**src/rtl/prog_loader_pkg.sv**
```systemverilog
// Shared types and default sizing for the program loader and its instruction memory.
package prog_loader_pkg;

  localparam int unsigned DEPTH_DEF  = 16;
  localparam int unsigned ADDR_W_DEF = 4;
  localparam int unsigned DATA_W_DEF = 8;
  localparam int unsigned HCYCL      = 5;
  localparam int unsigned STROB      = 1;

  typedef enum logic [1:0] {
    ST_IDLE    = 2'd0,
    ST_LOAD    = 2'd1,
    ST_RELEASE = 2'd2,
    ST_RUN     = 2'd3
  } state_e;

endpackage

```
**src/rtl/prog_mem.sv**
```systemverilog
// Instruction memory: register array, synchronous write, asynchronous read, async clear.
module prog_mem #(
  parameter int unsigned DEPTH  = 16,
  parameter int unsigned ADDR_W = 4,
  parameter int unsigned DATA_W = 8
) (
  input  logic              clk,
  input  logic              rst,
  input  logic              we,
  input  logic [ADDR_W-1:0] waddr,
  input  logic [DATA_W-1:0] wdata,
  input  logic [ADDR_W-1:0] raddr,
  output logic [DATA_W-1:0] rdata
);

  logic [DATA_W-1:0] mem_q [DEPTH];
  logic [DATA_W-1:0] mem_d [DEPTH];

  always_comb begin
    mem_d = mem_q;
    if (we) begin
      mem_d[waddr] = wdata;
    end
  end

  always_ff @(posedge clk or posedge rst) begin
    if (rst) begin
      mem_q <= '{default: '0};
    end else begin
      mem_q <= mem_d;
    end
  end

  assign rdata = mem_q[raddr];

endmodule

```
**src/rtl/prog_loader.sv**
```systemverilog
// Program loader and run sequencer: streams a program into instruction memory while
// holding the CPU in reset, then releases it and serves instructions from pc.
module prog_loader
  import prog_loader_pkg::*;
#(
  parameter int unsigned DEPTH  = DEPTH_DEF,
  parameter int unsigned ADDR_W = ADDR_W_DEF,
  parameter int unsigned DATA_W = DATA_W_DEF
) (
  input  logic              clk_cpu,
  input  logic              reset,
  input  logic              load_req,
  input  logic              run_req,
  input  logic              wr_valid,
  input  logic [DATA_W-1:0] wr_data,
  output logic              wr_ready,
  input  logic [ADDR_W-1:0] pc,
  output logic [DATA_W-1:0] inst,
  output logic              cpu_reset,
  output logic              busy,
  output logic              done,
  output logic [7:0]        checksum
);

  localparam logic [ADDR_W-1:0] LAST_ADDR = ADDR_W'(DEPTH - 1);

  state_e            state_q, state_d;
  logic [ADDR_W-1:0] addr_q, addr_d;
  logic [7:0]        checksum_q, checksum_d;
  logic              done_q, done_d;
  logic              we;
  logic [DATA_W-1:0] rdata;

  always_comb begin
    state_d    = state_q;
    addr_d     = addr_q;
    checksum_d = checksum_q;
    done_d     = 1'b0;
    we         = 1'b0;
    case (state_q)
      ST_IDLE: begin
        if (load_req) begin
          state_d    = ST_LOAD;
          addr_d     = '0;
          checksum_d = '0;
        end else if (run_req) begin
          state_d = ST_RELEASE;
        end
      end
      ST_LOAD: begin
        if (wr_valid) begin
          we         = 1'b1;
          addr_d     = addr_q + 1'b1;
          checksum_d = checksum_q + 8'(wr_data);
          if (addr_q == LAST_ADDR) begin
            state_d = ST_RELEASE;
          end
        end
      end
      ST_RELEASE: begin
        // RELEASE always lasts one cycle, so done is simply its registered echo.
        state_d = ST_RUN;
        done_d  = 1'b1;
      end
      ST_RUN: begin
        if (load_req) begin
          state_d    = ST_LOAD;
          addr_d     = '0;
          checksum_d = '0;
        end
      end
      default: state_d = ST_IDLE;
    endcase
  end

  always_ff @(posedge clk_cpu or posedge reset) begin
    if (reset) begin
      state_q    <= ST_IDLE;
      addr_q     <= '0;
      checksum_q <= '0;
      done_q     <= 1'b0;
    end else begin
      state_q    <= state_d;
      addr_q     <= addr_d;
      checksum_q <= checksum_d;
      done_q     <= done_d;
    end
  end

  prog_mem #(
    .DEPTH  (DEPTH),
    .ADDR_W (ADDR_W),
    .DATA_W (DATA_W)
  ) u_mem (
    .clk   (clk_cpu),
    .rst   (reset),
    .we    (we),
    .waddr (addr_q),
    .wdata (wr_data),
    .raddr (pc),
    .rdata (rdata)
  );

  assign wr_ready  = (state_q == ST_LOAD);
  assign cpu_reset = (state_q != ST_RUN);
  assign busy      = (state_q == ST_LOAD) || (state_q == ST_RELEASE);
  assign done      = done_q;
  assign checksum  = checksum_q;
  assign inst      = (state_q == ST_RUN) ? rdata : '0;

endmodule
```
**config.mk**
```make
export PLATFORM = sky130hd
export DESIGN_NAME = prog_loader
export DESIGN_NICKNAME = d
export VERILOG_FILES = /design/src/rtl/prog_loader_pkg.sv /design/src/rtl/prog_mem.sv /design/src/rtl/prog_loader.sv
export SDC_FILE = /design/constraint.sdc
export NUM_CORES = 1
export LEC_CHECK = 0
export CAP_MARGIN = 20
export CORE_MARGIN = 2
export CORE_UTILIZATION = 60
export CTS_BUF_LIST = sky130_fd_sc_hd__clkbuf_16
export CTS_CLUSTER_DIAMETER = 40
export DETAILED_ROUTE_END_ITERATION = 6
export PLACE_DENSITY = 0.8
export SYNTH_ARGS = -nofsm -noshare
export SYNTH_HDL_FRONTEND = slang
export SYNTH_HIERARCHICAL = 1
export SYNTH_SLANG_ARGS = --single-unit
```
**constraint.sdc**
```tcl
create_clock -name clk_cpu -period 8.4 [get_ports clk_cpu]
set_input_delay 1.68 -clock clk_cpu [delete_from_list [all_inputs] [get_ports clk_cpu]]
set_output_delay 1.68 -clock clk_cpu [all_outputs]
set_load 0.05 [all_outputs]
```
# == Word-level counts from Yosys, hierarchy flattened ==
# Cells that the tools add are included.
# classes
n_bitwise,2
n_reduce_logical,7
n_mux,22
n_addsub,2
order_cmp,3
eq_ne,10
# ops
cell,count
$bwmux 128,1
$mux 8,6
$bmux 8 s4,1
$demux 8 s4,1
$pmux 8 s2,1
$ge 5x5->1 const B,2
$mux 2,5
$not 4->5,2
$add 8x8->8,1
$mux 4,2
$pmux 2 s4,1
$pmux 4 s2,1
$ne 2x2->1 const B,3
$lt 5x1->1 const B,1
$add 4x1->4 const B,1
$eq 2x2->1 const B,2
$eq 4x4->1 const B,1
$ne 2x1->1 const B,2
$reduce_and 4->1,1
$mux 1,3
$ne 3x3->1 const B,1
$reduce_and 3->1,1
$eq 2x1->1 const B,1
$logic_not 2->1,1
other kinds (4),4
# totals
word_cells,66
reg_bits,143
inputBits,17
output_inout_bits,20

# == Logic depth before layout (Yosys ltp) ==
# depth
depth_word,6
ltp_mapped,9
mapped_depth_nobuf,9

# == Modules after synthesis ==
# Netlist, hierarchy kept.
# by_module_without_submodules
mod,cells_each,instances,area_each_um2,seq_area_each_um2
prog_mem,369,1,5953.2,3203.1
prog_loader,116,1,1054.8,375.4

# == Least setup slack after synthesis ==
# OpenSTA, ideal clock, no wires.
# synth_path
kind,input to output
start,in pc[0]
end,out inst[0]
cell_stages,6
path_buffers,2
t_required_ns,6.720
t_arrival_ns,3.187
path_slack_ns,3.533
cell_sequence,buf_2 > buf_2 > mux4_2 > a22oi_1 > nand2_1 > and2_1
# synth_between
elab_chain_len,5
# synth_rtl
element,line_no,source
"start, declared",prog_loader.sv:17,"input logic [ADDR_W-1:0] pc,"
$not 4->5 (implied by the code),prog_mem.sv:34,assign rdata = mem_q[raddr];
$bmux 8 s4,prog_mem.sv:34,
$mux 8 (implied by the code) (2 in series),prog_mem.sv:34,
via rdata[0],prog_loader.sv:32,logic [DATA_W-1:0] rdata;
$mux 8,prog_loader.sv:109,assign inst = (state_q == ST_RUN) ? rdata : '0;
"end, declared",prog_loader.sv:18,"output logic [DATA_W-1:0] inst,"
# The timed path passes the listed nets, and every way through them passes these cells. The select of a mux whose other input is x is not followed.

# == Worst setup path after layout ==
# layout_path
start,in pc[1]
end,out inst[0]
# Same word-level chain as after synthesis.

==> out/metrics.cfg <==
[setup_path]
cp.arrival_ps=4730
path_buf_inv=3
worstPathMaxFanout=21
reg2reg_setup_slack_ps=5780
criticalPathCategory=in2out
critical-path-top-cell-by-count=sky130_fd_sc_hd__clkdlybuf4s50_1
critPathMaxStageDelay_ps=870
timing.critical_path.required_ps=6720
worstReg2RegEnd=u_mem/mem_q[108]
critical_path.top_delay_family=buffers and inverters
setup.worst_path.start_class=input pin
worst_setup_path_end_kind=primary output
worst_path_max_delay_cell=sky130_fd_sc_hd__clkdlybuf4s50_1
reg2reg_from=state_q[1]
crit_path_cell_trace=clkdlybuf4s50_1, buf_4, mux4_2, a22oi_1, nand2_1, and2_1, clkdlybuf4s50_1
reg2reg_depth=6

[placed_design]
weighted_congestion_reported_at_the_end_of_routability_driven_placement=0.8062
buffer_ports.inserted=36
post_dp_hpwl_mm=9.663

[synth]
synth.yosys.seq_area_share_pct=51.06
synthTopCellsByArea=sky130_fd_sc_hd__dfrtp_1, sky130_fd_sc_hd__mux2_2, sky130_fd_sc_hd__mux4_2
synthDominantCellAreaShare_pct=51.06
yosys.cell_types.count=49
postSynth.asyncResetShare_pct=100.0
ys.flop_type=sky130_fd_sc_hd__dfrtp_1
ys_seq_elements=143
synthCells=485
most_instantiated_library_cell_after_synthesis=sky130_fd_sc_hd__dfrtp_1
synth-edff-count=0
ys_warn_count=6
syn_area_sq_mm=0.007008
netlist_top_cells_count=sky130_fd_sc_hd__dfrtp_1, sky130_fd_sc_hd__mux2_2, sky130_fd_sc_hd__mux4_2
synth_fp_nets=515
syn-mean-instance-area_sq_um=14.45
synth_top_area_cell=sky130_fd_sc_hd__dfrtp_1

[floorplan]
design.portCount=37
core_footprint_sq_mm=0.01142
initial_standard_cell_utilization_of_the_core_pct=61.37
fp.dieH_microns=112.1
core.rowCount=39
dieArea_sq_mm=0.01256
die_x_microns=112.1

[global_route]
first_global_vias=4501
grt_util_all_layers_pct=25.81
largest_net_degree_at_the_start_of_global_routing=82
antenna_violations_before_repair=0
grt_pass1_wl_mm=24.39
gr-total-overflow=0

[layout]
areaGrowthSynthToFinish_pct=15.14
design.final.nets=542
num_antenna_cells=0
fin_util_pct=70.67
layout_cell_share_with_drive_strength_beyond_1_pct=40.38

[cts]
holdBufCountCts=0
numCtsBuffers=17
postCtsResizedCells=0
clock_tree_from_tritoncts=yes
cts_root_buf=sky130_fd_sc_hd__clkbuf_16
clock_path_buffers=2
cts_max_level=4
post-cts-setup-buffers=0
clkLatencyLatePin_ps=430
worst_setup_hold_path_clk_slew_ps=50
tritoncts_num_sinks=143

[timing]
finalSetupViolations=0
fin_setup_tns_ps=0
timing.clock.skew_ps=4.186
timing.slew.headroom_pct=34.28
layout_min_cycle_time_ps=6414
highest_achievable_clock_rate_mhz=155.9
final_max_slew_viol_count=0
tightest_slew_ps=985.8
grt_setup_unrepaired=false
final_min_period_over_clock_period_pct=76.36
hold_viol=0

[route]
route.final.wire_length_mm=14.99
antenna_violating_nets_post_route=0
num_vias=4275
drt-wirelength-per-cell_microns=22.43
drt-vias-per-instance=6.400
drtIter0Drc=255
detail_route.drc_violations=0
drt_pre_antenna_iters=4

[run]
cap_violations=0

[pwr]
cellLeakagePower_nw=3.716
vdd_drop_max_mv=0.2377
powerDensity_mw_per_mm2=332.6

[worst_hold_path]
timing.hold.worst_endpoint=u_mem/mem_q[79]
worst_min_path_start=u_mem/mem_q[79]
holdPathStages=1
min-delay-path-class=reg2reg

[status]
status=completed

-- flip-flops by register name, indices dropped and copies added, names as in the netlist --
register	count
u_mem/mem_q	128
checksum	8
addr_q	4
state_q	2
done	1
-- through the flow --
step	power [mW]	hold slack (ps)	setup slack [ps]	std cells	area, sq um
after global placement	1.800	481.3	2032	636	7418
after CTS	2.693	502.6	1981	668	8069
after detailed placement	1.846	488.5	2021	636	7418
after global routing	2.808	509.7	1892	668	8069
final	2.684	497.7	1986	668	8069
after floorplan	1.647	473.8	3307	485	7008
-- where the power goes --
part / switching, mW / internal, mW / total (mW)
combinational: 0.383 / 0.411 / 0.795
clock: 0.289 / 0.550 / 0.839
sequential: 0.139 / 0.912 / 1.05
-- worst max-delay path by stage --
stage | from | end | slack [ps] | cells past startpoint
after global placement | pc[1] | inst[0] | 2030 | 7
after CTS | pc[1] | inst[0] | 1980 | 7
final | pc[1] | inst[0] | 1990 | 7
after detailed placement | pc[1] | inst[0] | 2020 | 7
after global routing | pc[1] | inst[0] | 1890 | 7
after floorplan | reset | u_mem/mem_q[0] | 3310 | 1
-- cell usage in the layout (no fill, tap or decap), types with 4 or more instances in the layout --
| cell type | n |
|---|---|
| sky130_fd_sc_hd__nor2_2 | 4 |
| sky130_fd_sc_hd__a22oi_1 | 16 |
| sky130_fd_sc_hd__mux4_2 | 32 |
| sky130_fd_sc_hd__dfrtp_1 | 143 |
| sky130_fd_sc_hd__o21ai_0 | 12 |
| sky130_fd_sc_hd__inv_1 | 14 |
| sky130_fd_sc_hd__clkdlybuf4s50_1 | 35 |
| sky130_fd_sc_hd__nor2b_1 | 5 |
| sky130_fd_sc_hd__ha_1 | 12 |
| sky130_fd_sc_hd__bufinv_16 | 6 |
| sky130_fd_sc_hd__nand2_1 | 23 |
| sky130_fd_sc_hd__mux2_4 | 16 |
| sky130_fd_sc_hd__mux2_2 | 114 |
| sky130_fd_sc_hd__clkbuf_16 | 17 |
| sky130_fd_sc_hd__a21oi_1 | 7 |
| sky130_fd_sc_hd__and2_1 | 10 |
-- cell type report --
type / count / area (sq um)
timing repair buffer: 39 / 377.9
sequential: 143 / 3578
inverter: 13 / 51.30
multi-input combinational: 298 / 3232
fill: 768 / 3349
tap: 143 / 178.9
clock inverter: 15 / 225.2
clock buffer: 17 / 425.4
-- kinds of logic after synthesis --
logic type / share of synthesized area [%]
multiplexers: 32.17
XOR/XNOR: 0.6250
AND/OR/NAND/NOR: 6.177
flip-flops: 51.06
AO/OA/AOI/OAI: 4.714
buffers and inverters: 2.821
adder cells (fa/ha/maj): 2.428
-- worst reg2reg max path: stages, from the launching register on --
cell and delay (ps):
sky130_fd_sc_hd__dfrtp_1 420, sky130_fd_sc_hd__inv_1 100, sky130_fd_sc_hd__ha_1 220, sky130_fd_sc_hd__and2_1 320
sky130_fd_sc_hd__and4bb_2 270, sky130_fd_sc_hd__nor2b_1 750, sky130_fd_sc_hd__mux2_2 420
-- layer usage --
| metal | track usage [%] | up-vias | routed length (microns) |
|---|---|---|---|
| li1 | - | 1843 | - |
| met1 | 35.65 | 2284 | 6521 |
| met2 | 40.97 | 116 | 7330 |
| met3 | 5.130 | 32 | 794 |
| met4 | 10.57 | 0 | 339 |
| met5 | 0 | - | 0 |
Power figures use the tool's default switching activity.
